===== config.mk =====
export PLATFORM = sky130hd
export DESIGN_NAME = frame_min_max_tracker
export DESIGN_NICKNAME = d
export VERILOG_FILES = /design/src/rtl/frame_tracker_pkg.sv /design/src/rtl/magnitude_comparator.sv /design/src/rtl/frame_min_max_tracker.sv
export SDC_FILE = /design/constraint.sdc
export NUM_CORES = 1
export LEC_CHECK = 0
export CORE_UTILIZATION = 50
export CTS_CLUSTER_SIZE = 30
export DETAILED_ROUTE_END_ITERATION = 8
export PLACE_DENSITY = 0.77
export SLEW_MARGIN = 20
export SYNTH_ARGS = -nofsm -noshare
export SYNTH_HDL_FRONTEND = slang
export SYNTH_SLANG_ARGS = --single-unit
export TNS_END_PERCENT = 100

===== constraint.sdc =====
create_clock -name clk -period 1.9 [get_ports clk]
set_clock_uncertainty 0.05 [all_clocks]
set_input_delay 0.285 -clock clk [delete_from_list [all_inputs] [get_ports clk]]
set_output_delay 0.285 -clock clk [all_outputs]
set_load 0.01 [all_outputs]

===== src/rtl/frame_tracker_pkg.sv =====
// Shared types and defaults for the per-frame min/max tracker.
package frame_tracker_pkg;

    localparam int DEF_WIDTH     = 4;
    localparam int DEF_FRAME_LEN = 8;

    typedef enum logic [1:0] {
        IDLE  = 2'd0,
        ACCUM = 2'd1,
        HOLD  = 2'd2
    } state_e;

    // Width of a counter that must be able to hold the value frame_len.
    function automatic int cnt_width(input int frame_len);
        return (frame_len < 1) ? 1 : $clog2(frame_len + 1);
    endfunction

endpackage


===== src/rtl/magnitude_comparator.sv =====
// Unsigned magnitude comparator: exactly one of eq/gt/lt is set for a against b.
module magnitude_comparator #(
    parameter int WIDTH = 4
) (
    input  logic [WIDTH-1:0] a,
    input  logic [WIDTH-1:0] b,
    output logic             eq,
    output logic             gt,
    output logic             lt
);

    assign eq = (a == b);
    assign gt = (a > b);
    assign lt = (a < b);

endmodule


===== src/rtl/frame_min_max_tracker.sv =====
// Groups a valid/ready sample stream into frames and reports each frame's min/max.
//
// state | meaning
// ------+---------------------------------------------------------
// IDLE  | waiting for the first sample of a frame
// ACCUM | frame in progress, min/max tracking the samples so far
// HOLD  | frame complete, result presented until the consumer takes it
module frame_min_max_tracker
    import frame_tracker_pkg::*;
#(
    parameter int WIDTH     = DEF_WIDTH,
    parameter int FRAME_LEN = DEF_FRAME_LEN
) (
    input  logic             clk,
    input  logic             rst,
    input  logic             in_valid,
    output logic             in_ready,
    input  logic [WIDTH-1:0] in_data,
    output logic             out_valid,
    input  logic             out_ready,
    output logic [WIDTH-1:0] out_min,
    output logic [WIDTH-1:0] out_max,
    output logic             out_all_eq
);

    localparam int                CNT_W    = cnt_width(FRAME_LEN);
    localparam logic [CNT_W-1:0]  LAST_CNT = CNT_W'(FRAME_LEN - 1);

    state_e            state_q, state_d;
    logic [CNT_W-1:0]  count_q, count_d;
    logic [WIDTH-1:0]  min_q, min_d;
    logic [WIDTH-1:0]  max_q, max_d;
    logic              out_valid_q, out_valid_d;

    logic min_eq, min_gt, min_lt;
    logic max_eq, max_gt, max_lt;
    logic ext_eq, ext_gt, ext_lt;
    logic unused_cmp;

    magnitude_comparator #(.WIDTH(WIDTH)) u_cmp_min (
        .a  (in_data),
        .b  (min_q),
        .eq (min_eq),
        .gt (min_gt),
        .lt (min_lt)
    );

    magnitude_comparator #(.WIDTH(WIDTH)) u_cmp_max (
        .a  (in_data),
        .b  (max_q),
        .eq (max_eq),
        .gt (max_gt),
        .lt (max_lt)
    );

    magnitude_comparator #(.WIDTH(WIDTH)) u_cmp_ext (
        .a  (min_q),
        .b  (max_q),
        .eq (ext_eq),
        .gt (ext_gt),
        .lt (ext_lt)
    );

    // Ties leave an extreme untouched, so only the strict outputs steer updates.
    assign unused_cmp = ^{min_eq, min_gt, max_eq, max_lt, ext_gt, ext_lt};

    always_comb begin
        state_d     = state_q;
        count_d     = count_q;
        min_d       = min_q;
        max_d       = max_q;
        out_valid_d = out_valid_q;
        case (state_q)
            IDLE: begin
                if (in_valid) begin
                    min_d = in_data;
                    max_d = in_data;
                    if (FRAME_LEN == 1) begin
                        state_d     = HOLD;
                        count_d     = '0;
                        out_valid_d = 1'b1;
                    end else begin
                        state_d = ACCUM;
                        count_d = CNT_W'(1);
                    end
                end
            end
            ACCUM: begin
                if (in_valid) begin
                    if (min_lt) min_d = in_data;
                    if (max_gt) max_d = in_data;
                    if (count_q == LAST_CNT) begin
                        state_d     = HOLD;
                        count_d     = '0;
                        out_valid_d = 1'b1;
                    end else begin
                        count_d = count_q + CNT_W'(1);
                    end
                end
            end
            HOLD: begin
                if (out_ready) begin
                    state_d     = IDLE;
                    out_valid_d = 1'b0;
                end
            end
            default: begin
                state_d     = IDLE;
                count_d     = '0;
                out_valid_d = 1'b0;
            end
        endcase
    end

    always_ff @(posedge clk or posedge rst) begin
        if (rst) begin
            state_q     <= IDLE;
            count_q     <= '0;
            min_q       <= '0;
            max_q       <= '0;
            out_valid_q <= 1'b0;
        end else begin
            state_q     <= state_d;
            count_q     <= count_d;
            min_q       <= min_d;
            max_q       <= max_d;
            out_valid_q <= out_valid_d;
        end
    end

    assign in_ready   = (state_q != HOLD);
    assign out_valid  = out_valid_q;
    assign out_min    = min_q;
    assign out_max    = max_q;
    assign out_all_eq = ext_eq;

endmodule


Word level (Yosys, flattened, before mapping) --
Cells that the tools add are included. Widths: inputs -> output; s select.
Storage, ports and cells: output and inout bits 11, bits of input ports 8, register bits after elaboration 15
Cells by class: bitwise logic cells 2, add/subtract/negate cells 1, multiplexer cells 20, order comparisons 2, equality and inequality tests 11, reduce and logical (&&, ||, !) cells 7
Operators by type and width (number):
- $mux 4 | 8
- $pmux 4 s2 | 2
- $reduce_and 4->1 | 4
- $ne 2x2->1 const B | 7
- $pmux 4 s3 | 1
- $mux 2 | 4
- $pmux 2 s3 | 1
- $add 4x1->4 const B | 1
- $eq 4x3->1 const B | 1
- $eq 4x4->1 | 1
- $gt 4x4->1 | 1
- $lt 4x4->1 | 1
- $mux 1 | 3
- $pmux 1 s3 | 1
- $reduce_and 3->1 | 1
- $eq 2x1->1 const B | 1
- $eq 2x2->1 const B | 1
- $logic_not 2->1 | 1
- $not 1->1 | 2
- $reduce_bool 2->1 | 1

Depth between registers and ports, before layout --
depth in word-level cells 4, mapped depth 6

By module --
From an unflattened synthesis, not the netlist that was laid out.
Second synthesis, totals: cells, all modules 107, area, all modules 1108.6 µm²
By module, submodules not included:
- frame_min_max_tracker | sequential area each 375.4 µm², times used 1, area each 721.9 µm², cells each 59
- magnitude_comparator | sequential area each 0.0 µm², times used 3, area each 128.9 µm², cells each 16

Worst setup path after synthesis --
No wires, ideal clock.
path kind register to register, start register min_q[1], in the netlist out_min[1], end register min_q[0], in the netlist out_min[0], slack 0.160 ns, data required time 1.725 ns, cell stages (with the launch flop) 7, arrival time 1.565 ns, buffers on the path 0, path through dfrtp_1 -> inv_1 -> ha_1 -> o211ai_1 -> o21ai_2 -> a21boi_4 -> mux2_4
Between the ends: longest elaborated chain between the ends 3
RTL lines:
- start: declaration | line frame_min_max_tracker.sv:31 | logic [WIDTH-1:0] min_q, min_d;
- start signal: assignment | line frame_min_max_tracker.sv:125 | min_q <= min_d;
- $lt 4x4->1 | line magnitude_comparator.sv:14 | assign lt = (a < b);
- $ne 2x2->1 (no line)
- $reduce_and 4->1 (no line)
Every way passes these cells. A chain may end at the register's enable or synchronous reset.

Worst setup path in the final report --
start register max_q[1], in the netlist out_max[1], end register max_q[0], in the netlist out_max[0]
Between the ends: longest elaborated chain between the ends 3
RTL lines:
- start: declaration | line frame_min_max_tracker.sv:32 | logic [WIDTH-1:0] max_q, max_d;
- start signal: assignment | line frame_min_max_tracker.sv:126 | max_q <= max_d;
- $gt 4x4->1 | line magnitude_comparator.sv:13 | assign gt = (a > b);
- $ne 2x2->1 (no line)
- $reduce_and 4->1 (no line)
Every way passes these cells.

==> flow_summary.yaml <==
power_and_ir_drop:
  power_density_mw_per_mm2: 1650
  leakage_nw: 0.593
  peakVddDrop_mv: 0.997
  finalPower_w: 0.00209
place:
  placedCellCount: 137
  port_buffers: 18
  dpl.hpwl_um: 1570
  routabilityCongestion: 0.743
  dp_slack_ps: -301
sta:
  layout_setup_ws_ps: 73.7
  worstMarginPinSlew_ps: 574
  finalSetupViolations: 0
  rsz0062_at_grt: "false"
  min_period_ps: 1830
  timing.final.crit_share: 0.961
  finalMaxSlewViolations: 0
  slew-limit-headroom: 0.617
  max_clock_freq_ghz: 0.548
  finalHoldViolations: 0
logic_synthesis:
  yosys_register_bits: 15
  post-synth-top-count-cell: "dfrtp_1"
  synth.largest_area_cell: "dfrtp_1"
  synth_ff_type: "dfrtp_1"
  synth_top_area_share: 0.375
  yosys-top-cells-count: "dfrtp_1, inv_1, ha_1, mux2_4"
  syn_area_per_cell_um2: 11.0
  netlist_area_mm2: 0.00100
  ys_types: 31
  syn_nets: 107
  synthTopCellsByArea: "dfrtp_1, mux2_4, ha_1, inv_1, xor2_1"
  synth-edff-count: 0
  yosysSeqAreaShare: 0.375
  synthCells: 91
  yosysWarnings: 0
  async_flop_share: 1.00
setup_path:
  end_kind: "flop"
  worstPathMaxFanout: 4
  critPathArrivalTime_ps: 1950
  rr_worst_depth: 6
  required_ps: 2020
  critPathKind: "reg2reg"
  cp-start-kind: "flop"
clock_network:
  post_cts_buffers: 0
  cts.sinks: 15
  ctsHoldBuffers: 0
  cts_buffer_depth: 2
  cts_root_buffer: "clkbuf_4"
  cts_buffers: 3
  path_clk_slew_ps: 100
  clkLatencyLatePin_ps: 290
  cts_tree: "built"
  h-tree-depth: 1
cells_and_area:
  antenna_cells: 0
  final_nets: 133
  finalNonFillerCells: 141
  num-fill-cells: 141
  syn_to_final_growth_pct: 26.1
  drive_gt1_frac: 0.224
detailed_routing:
  drc_errors: 0
  routed-via-count: 772
  drtAntennaViolNets: 0
  routed_wl_um: 2050
  drt-pass1-iter-count: 4
  viasPerCell: 5.48
  wl_per_cell_um: 14.5
  drt_iter0_drc: 28
outcome:
  status: "complete, no violations"
global_routing:
  antenna_found_initial: 0
  grt_util_all_layers: 0.223
  grt_first_pass_wirelength_um: 3340
  grt-ovfl-total: 0
  grt_pass1_vias: 753
  grt_max_degree: 16
floorplan:
  fp.coreArea_mm2: 0.00180
  die_height_um: 46.8
  die_area_mm2: 0.00219
  rows: 15
  die_x_um: 46.8
  start_util: 0.556
  num_io_pins: 19
min_path:
  hold_path.class: "in2async"
run:
  cap_violations: 0
[metrics by stage]
stage	util	hold slack, ps	area [um2]	TNS (ps)
after floorplan	-	136	1000	0
after global placement	0.683	444	1230	-1620
after detailed placement	0.683	443	1230	-2200
after CTS	0.697	312	1260	0
after global routing	0.701	329	1260	0
final	0.701	286	1260	0
[power breakdown]
part,internal (W),switching [W]
Clock,0.0000816,0.000108
Sequential,0.000478,0.000191
Combinational,0.000684,0.000546
[placed cells by master, fill, tap and decap left out, drive strengths merged, types with 2 or more instances in the layout]
cell,synthesis,routed
nand2,5,5
mux2,8,8
inv,12,12
ha,8,8
dfrtp,15,15
nor2b,2,2
xor2,4,4
a21oi,4,4
o31ai,2,2
nor2,3,3
buf,3,6
clkdlybuf4s50,0,16
nand3,3,3
clkbuf,0,4
o21ai,7,7
o211ai,3,3
[routing by layer]
metal	routed length, um	share of wire	GRT usage
met4	61	0.030	0.131
met1	943	0.46	0.301
met3	84	0.041	0.0462
met5	0	0	0
met2	958	0.47	0.331
[repair_timing]
item	CTS	global route
pin swaps	0	3
gates resized for setup	1	3
setup endpoints to repair	1	9
gates cloned	0	0
[final cells by class]
type / instances / area, um2 / share of cell area
Timing Repair Buffer: 24 / 228 / 0.180
Tap cell: 25 / 31.3 / 0.0248
Multi-Input combinational cell: 61 / 556 / 0.440
Inverter: 12 / 47.5 / 0.0376
Sequential cell: 15 / 375 / 0.297
Clock buffer: 4 / 26.3 / 0.0208
[state kept, by name, summed over array words and instances, names as in the netlist]
| name | flops |
|---|---|
| count_q | 4 |
| out_max | 4 |
| out_min | 4 |
| out_valid | 1 |
| state_q | 2 |
[kinds of logic after synthesis]
group,Yosys count,share of synthesized area
AOI/OAI and AO/OA,22,0.182
xor gates and xnor gates,4,0.0350
adders and majority gates,8,0.0999
buffers and inverters,15,0.0749
muxes,9,0.130
DFF,15,0.375
and+or+nand+nor,18,0.104
[worst max-delay path, stage by stage (launching register included)]
cell,delay (ps)
dfrtp_1,430
inv_1,70
ha_1,300
nor2b_1,150
o211ai_1,130
a21oi_4,260
mux2_4,330
[final timing paths]
path / from / to / slack, ps
worst max-delay path: out_max[1] / out_max[0] / 70
worst min-delay path: rst / out_max[3] / 290
worst max register to register: out_max[1] / out_max[0] / 70
worst min register to register: out_valid / out_valid / 460
max in group asynchronous: rst / count_q[1] / 1130
min in group clk: in_data[1] / out_max[1] / 320
(Power assumes the default switching activity.)
==> RTL edit 1 (same settings) <==
Compare `count_q` against `LAST_CNT` with >= in place of ==.
--- a/src/rtl/frame_min_max_tracker.sv
+++ b/src/rtl/frame_min_max_tracker.sv
@@ -89,7 +89,7 @@
                 if (in_valid) begin
                     if (min_lt) min_d = in_data;
                     if (max_gt) max_d = in_data;
-                    if (count_q == LAST_CNT) begin
+                    if (count_q >= LAST_CNT) begin
                         state_d     = HOLD;
                         count_d     = '0;
                         out_valid_d = 1'b1;
Formal check against the unedited RTL: no difference found for any inputs over 10 cycles, from zero or initial values and one cycle with rst high; that may be too few to reach the edited logic, so the function may still have changed.
==> RTL edit 1 against the original RTL <==
The flow now finishes with violations (design-rule violations). Cell area decreased by 7.9%. Worst setup slack improved by 31 ps. Die area decreased by 12%. Sequential cell count unchanged. Area after synthesis decreased by 13%. Total power decreased by 13%. Routed wire length decreased by 13%. Highest routed layer unchanged.
==> RTL edit 1: results (changes against the original RTL) <==
- Routed wire per std cell: 13.81 um (-4.9%)
- Failing checks: design-rule violations
- Pwr Total: 1.824 mW (-13%)
- Syn Area/Cell: 10.43 sq um (-5.3%)
- Wl on met1: 770 um (-18%)
- WL met2: 912 um (-4.8%)
- Reg2reg start: out_min[3]$_DFFE_PP0P_
- Clk slew on worst S/H paths: 80 ps (-20 ps)
- Placed insts: 123 (-10%)
- Syn_nets: 100 (-6.5%)
- Reg-to-reg critical path endpoint: out_min[1]$_DFFE_PP0P_
- Distinct cell type count after synthesis: 27 (-13%)
- Post-route DRC violation count: 3 (+3)
- Top cells by count, synth: 15 x dfrtp_1, 9 x inv_1, 8 x ha_1
- Total leakage power: 0.5587 nW (-5.8%)
- Initial DRC count: 14 (-50%)
- Fillers: 123 (-13%)
- GP Congestion: 0.7696 (+3.6%)
- Max Clock Freq: 557.1 MHz (+1.7%)
- Final wirelength: 1782 um (-13%)
- Tot GR Track Use: 21.29% (-1.0 points)
- Worst EP arrival: 1460 ps (-490 ps)
- WL met3: 66 um (-21%)
- DR vias/cell: 5.628 (+2.8%)
- Vias in the first global route: 707 (-6.1%)
- Worst vdd ir: 0.0009000 V (-9.8%)
- Nets: 130 (-2.3%)
- Clk pwr share: 9.8% (+0.7 points)
- Post-Place Worst Slack: -349.9 ps (-48.94 ps)
- Status: finished, violations left
- Slew margin rel.: 61.70% (about the same)
- Power share of the sequential group: 35.0% (+3.0 points)
- First-pass GRT wire length: 2932 um (-12%)
- Register area share after synthesis: 42.86% (+5.4 points)
- Largest cells by area after synthesis: dfrtp_1 43%, ha_1 11%, mux2_1 5.1%
- DP Wirelength: 1362 um (-13%)
-- RTL edit 1: cell types whose count changed after synthesis, sizes merged, moves of 2 or more --
cell / unedited run / this run
o31ai: 2 / 0
nand2: 5 / 7
buf: 3 / 0
inv: 12 / 10
-- RTL edit 1: metal layers --
metal	vias up	global-route usage (%)
li1	355	-
met1	348	24.47
met2	18	38.21
met3	5	2.917
met4	0	10.91
met5	-	0
-- RTL edit 1: worst max-delay path by stage --
stage / depth (start not counted) / endpoint
after global placement: 6 / out_min[1]$_DFFE_PP0P_
after CTS: 6 / out_min[1]$_DFFE_PP0P_
after global routing: 6 / out_max[1]$_DFFE_PP0P_
after floorplan: 6 / out_min[0]$_DFFE_PP0P_
after detailed placement: 6 / out_min[1]$_DFFE_PP0P_
final: 3 / out_all_eq
-- RTL edit 1: cells by family after synthesis --
group / count (synthesis) / synth area share [%]
simple gates: 21 / 13.14
flops: 15 / 42.86
buf+inv: 10 / 4.285
fa+ha+maj: 8 / 11.43
mux: 8 / 10.28
compound gates: 18 / 14.00
xor+xnor: 4 / 4.000
-- RTL edit 1: area by class of cell --
type | count | area share (%)
Tap cell | 16 | 1.720
Timing Repair Buffer | 25 | 20.00
Inverter | 10 | 3.226
Sequential cell | 15 | 32.37
Multi-Input combinational cell | 59 | 40.43
Clock buffer | 4 | 2.258
-- RTL edit 1: through the flow --
step | hold slack, ps | TNS (ps) | utilization, % | cell area [sq um]
after floorplan | 136.5 | 0 | - | 875.8
after global placement | 432.5 | -1862 | 70.63 | 1114
after detailed placement | 445.6 | -2166 | 70.63 | 1114
after CTS | 320.1 | 0 | 72.14 | 1137
after global routing | 360.1 | 0 | 73.81 | 1164
final | 301.9 | 0 | 73.81 | 1164
==> RTL edit 2 (config.mk and constraints unchanged) <==
Made on the original files. Set the package constant `DEF_WIDTH` to 6 (it was 4).
--- a/src/rtl/frame_tracker_pkg.sv
+++ b/src/rtl/frame_tracker_pkg.sv
@@ -1,7 +1,7 @@
 // Shared types and defaults for the per-frame min/max tracker.
 package frame_tracker_pkg;
 
-    localparam int DEF_WIDTH     = 4;
+    localparam int DEF_WIDTH     = 6;
     localparam int DEF_FRAME_LEN = 8;
 
     typedef enum logic [1:0] {
Ports: changed (resized in_data, out_max and out_min); port bits go from 19 to 25. The function was not compared with the original's and may differ.
==> RTL edit 2 against the original RTL <==
The run now ends with negative setup slack left. Die area is 21% higher. Sequential cell count increased by 4. Worst setup slack got worse by 120 ps. Hold slack lost 53 ps. Total power rose by 49%. Area after synthesis rose by 22%. Routed wire length grew 63%. Maximum frequency shrank 6.0%. Global-route usage rose by 2.3 points. Utilization is 11 points higher. Cell area up 44%. Critical endpoint is now out_min[3]$_DFFE_PP0P_.
==> RTL edit 2: results (changes against the original RTL) <==
- Worst EP arrival: 2090 ps (+140 ps)
- Final WS setup: -43.16 ps (-116.9 ps)
- Syn_nets: 139 (+30%)
- Nets: 192 (+44%)
- Initial DRC count: 15 (-46%)
- Share of layout cells above drive strength 1: 33.73% (+11 points)
- XOR/XNOR Fraction of Synth Area: 4.308% (+0.81 points)
- Reg-to-reg critical path endpoint: out_min[3]$_DFFE_PP0P_
- Status: finished, violations left
- Pin count of the biggest net entering global routing: 20 (+4)
- Synth Area in Adders: 12.31% (+2.3 points)
- Final Setup Violations: 8 (+8)
- Met1 Track Usage GR: 28.09% (-2.0 points)
- First-pass GRT wire length: 4636 um (+39%)
- Met3 Use GR: 2.083% (-2.5 points)
- Top cells by count, synth: 19 x dfrtp_1, 12 x ha_1, 12 x inv_1, 12 x mux2_2, 7 x nand2_1
- Placed insts: 185 (+35%)
- Reg2reg start: out_min[5]$_DFFE_PP0P_
- Non-filler cells in the finished layout: 197 (+40%)
- Final wirelength: 3346 um (+63%)
- Fillers: 128 (-9.2%)
- Slew margin rel.: 81.25% (+20 points)
- Tot GR Track Use: 24.62% (+2.3 points)
- Total leakage power: 0.8604 nW (+45%)
- Gate count after technology mapping: 117 (+29%)
- GP Congestion: 0.8643 (+16%)
- R2R cell count: 7 (+1)
- Largest cells by area after synthesis: dfrtp_1 39%, ha_1 12%, mux2_2 11%
- Met2 usage: 45.02% (+12 points)
- Hold Slack: 233.3 ps (-52.98 ps)
- Register area share after synthesis: 38.97% (+1.5 points)
- Worst vdd ir: 0.001025 V (+2.7%)
- Failing checks: negative setup slack
==> RTL edit 2: changes by cell type after synthesis, sizes merged, moves of 3 or more <==
cell,change
o211ai,-3
dfrtp,+4
mux2,+4
ha,+4
xnor2,+4
==> RTL edit 2: power breakdown <==
group | total, mW | internal, mW | switching [mW]
clock | 0.214 | 0.0819 | 0.132
combinational | 2.10 | 1.20 | 0.899
sequential | 0.797 | 0.603 | 0.194
==> RTL edit 2: layer usage <==
metal / vias to the layer above / share of wire [%]
li1: 518 / -
met1: 526 / 42
met2: 26 / 53
met3: 8 / 2.9
met4: 0 / 2.5
met5: - / 0
==> RTL edit 2: cells by family (layout without fill, tap and decap cells) <==
logic type	after synthesis	after routing
AND/OR/NAND/NOR	28	28
AO/OA/AOI/OAI	23	23
flip-flops	19	19
buffers and inverters	16	68
multiplexers	13	13
adder cells (fa/ha/maj)	12	12
XOR/XNOR	6	6
==> RTL edit 2: how the worst max path moves through the flow <==
| stage | cells after the start | slack, ps | startpoint | endpoint |
|---|---|---|---|---|
| 2_1_floorplan | 6 | 50 | out_min[5]$_DFFE_PP0P_ | out_min[0]$_DFFE_PP0P_ |
| 3_3_place_gp | 6 | -370 | in_data[4] | out_min[2]$_DFFE_PP0P_ |
| 3_5_place_dp | 6 | -380 | in_data[4] | out_min[4]$_DFFE_PP0P_ |
| 4_1_cts | 6 | -30 | out_min[3]$_DFFE_PP0P_ | out_min[0]$_DFFE_PP0P_ |
| 5_1_grt | 7 | -100 | out_min[5]$_DFFE_PP0P_ | out_min[3]$_DFFE_PP0P_ |
| 6_report | 7 | -40 | out_min[5]$_DFFE_PP0P_ | out_min[3]$_DFFE_PP0P_ |
==> RTL edit 2: area by class of cell <==
type / instances / area share, %
tap: 28 / 1.926
multi-input combinational: 82 / 42.92
sequential: 19 / 26.13
timing repair buffer: 51 / 24.90
inverter: 13 / 2.682
clock buffer: 4 / 1.444
==> RTL edit 2: through the flow <==
stage	setup TNS, ps	worst slack, ps	area [sq um]
finish	-230.5	-43.16	1819
detailed placement	-4294	-377.3	1622
floorplan	0	54.12	1220
global route	-862.5	-105.0	1819
global placement	-3941	-371.8	1622
CTS	-116.0	-28.49	1705
==> RTL edit 2: timing repair <==
action / 4_1_cts / 5_1_grt
buffers inserted: 1 / 7
pin swaps: 6 / 2
gates resized for setup: 14 / 14
setup endpoints to repair: 13 / 13
==> RTL edit 2: critical path, delay by kind of cell, from the launching register on <==
kind	cells	cell delay [ps]
buf+inv	2	250
compound gates	3	570
mux	1	290
fa+ha+maj	1	250
flops	1	430
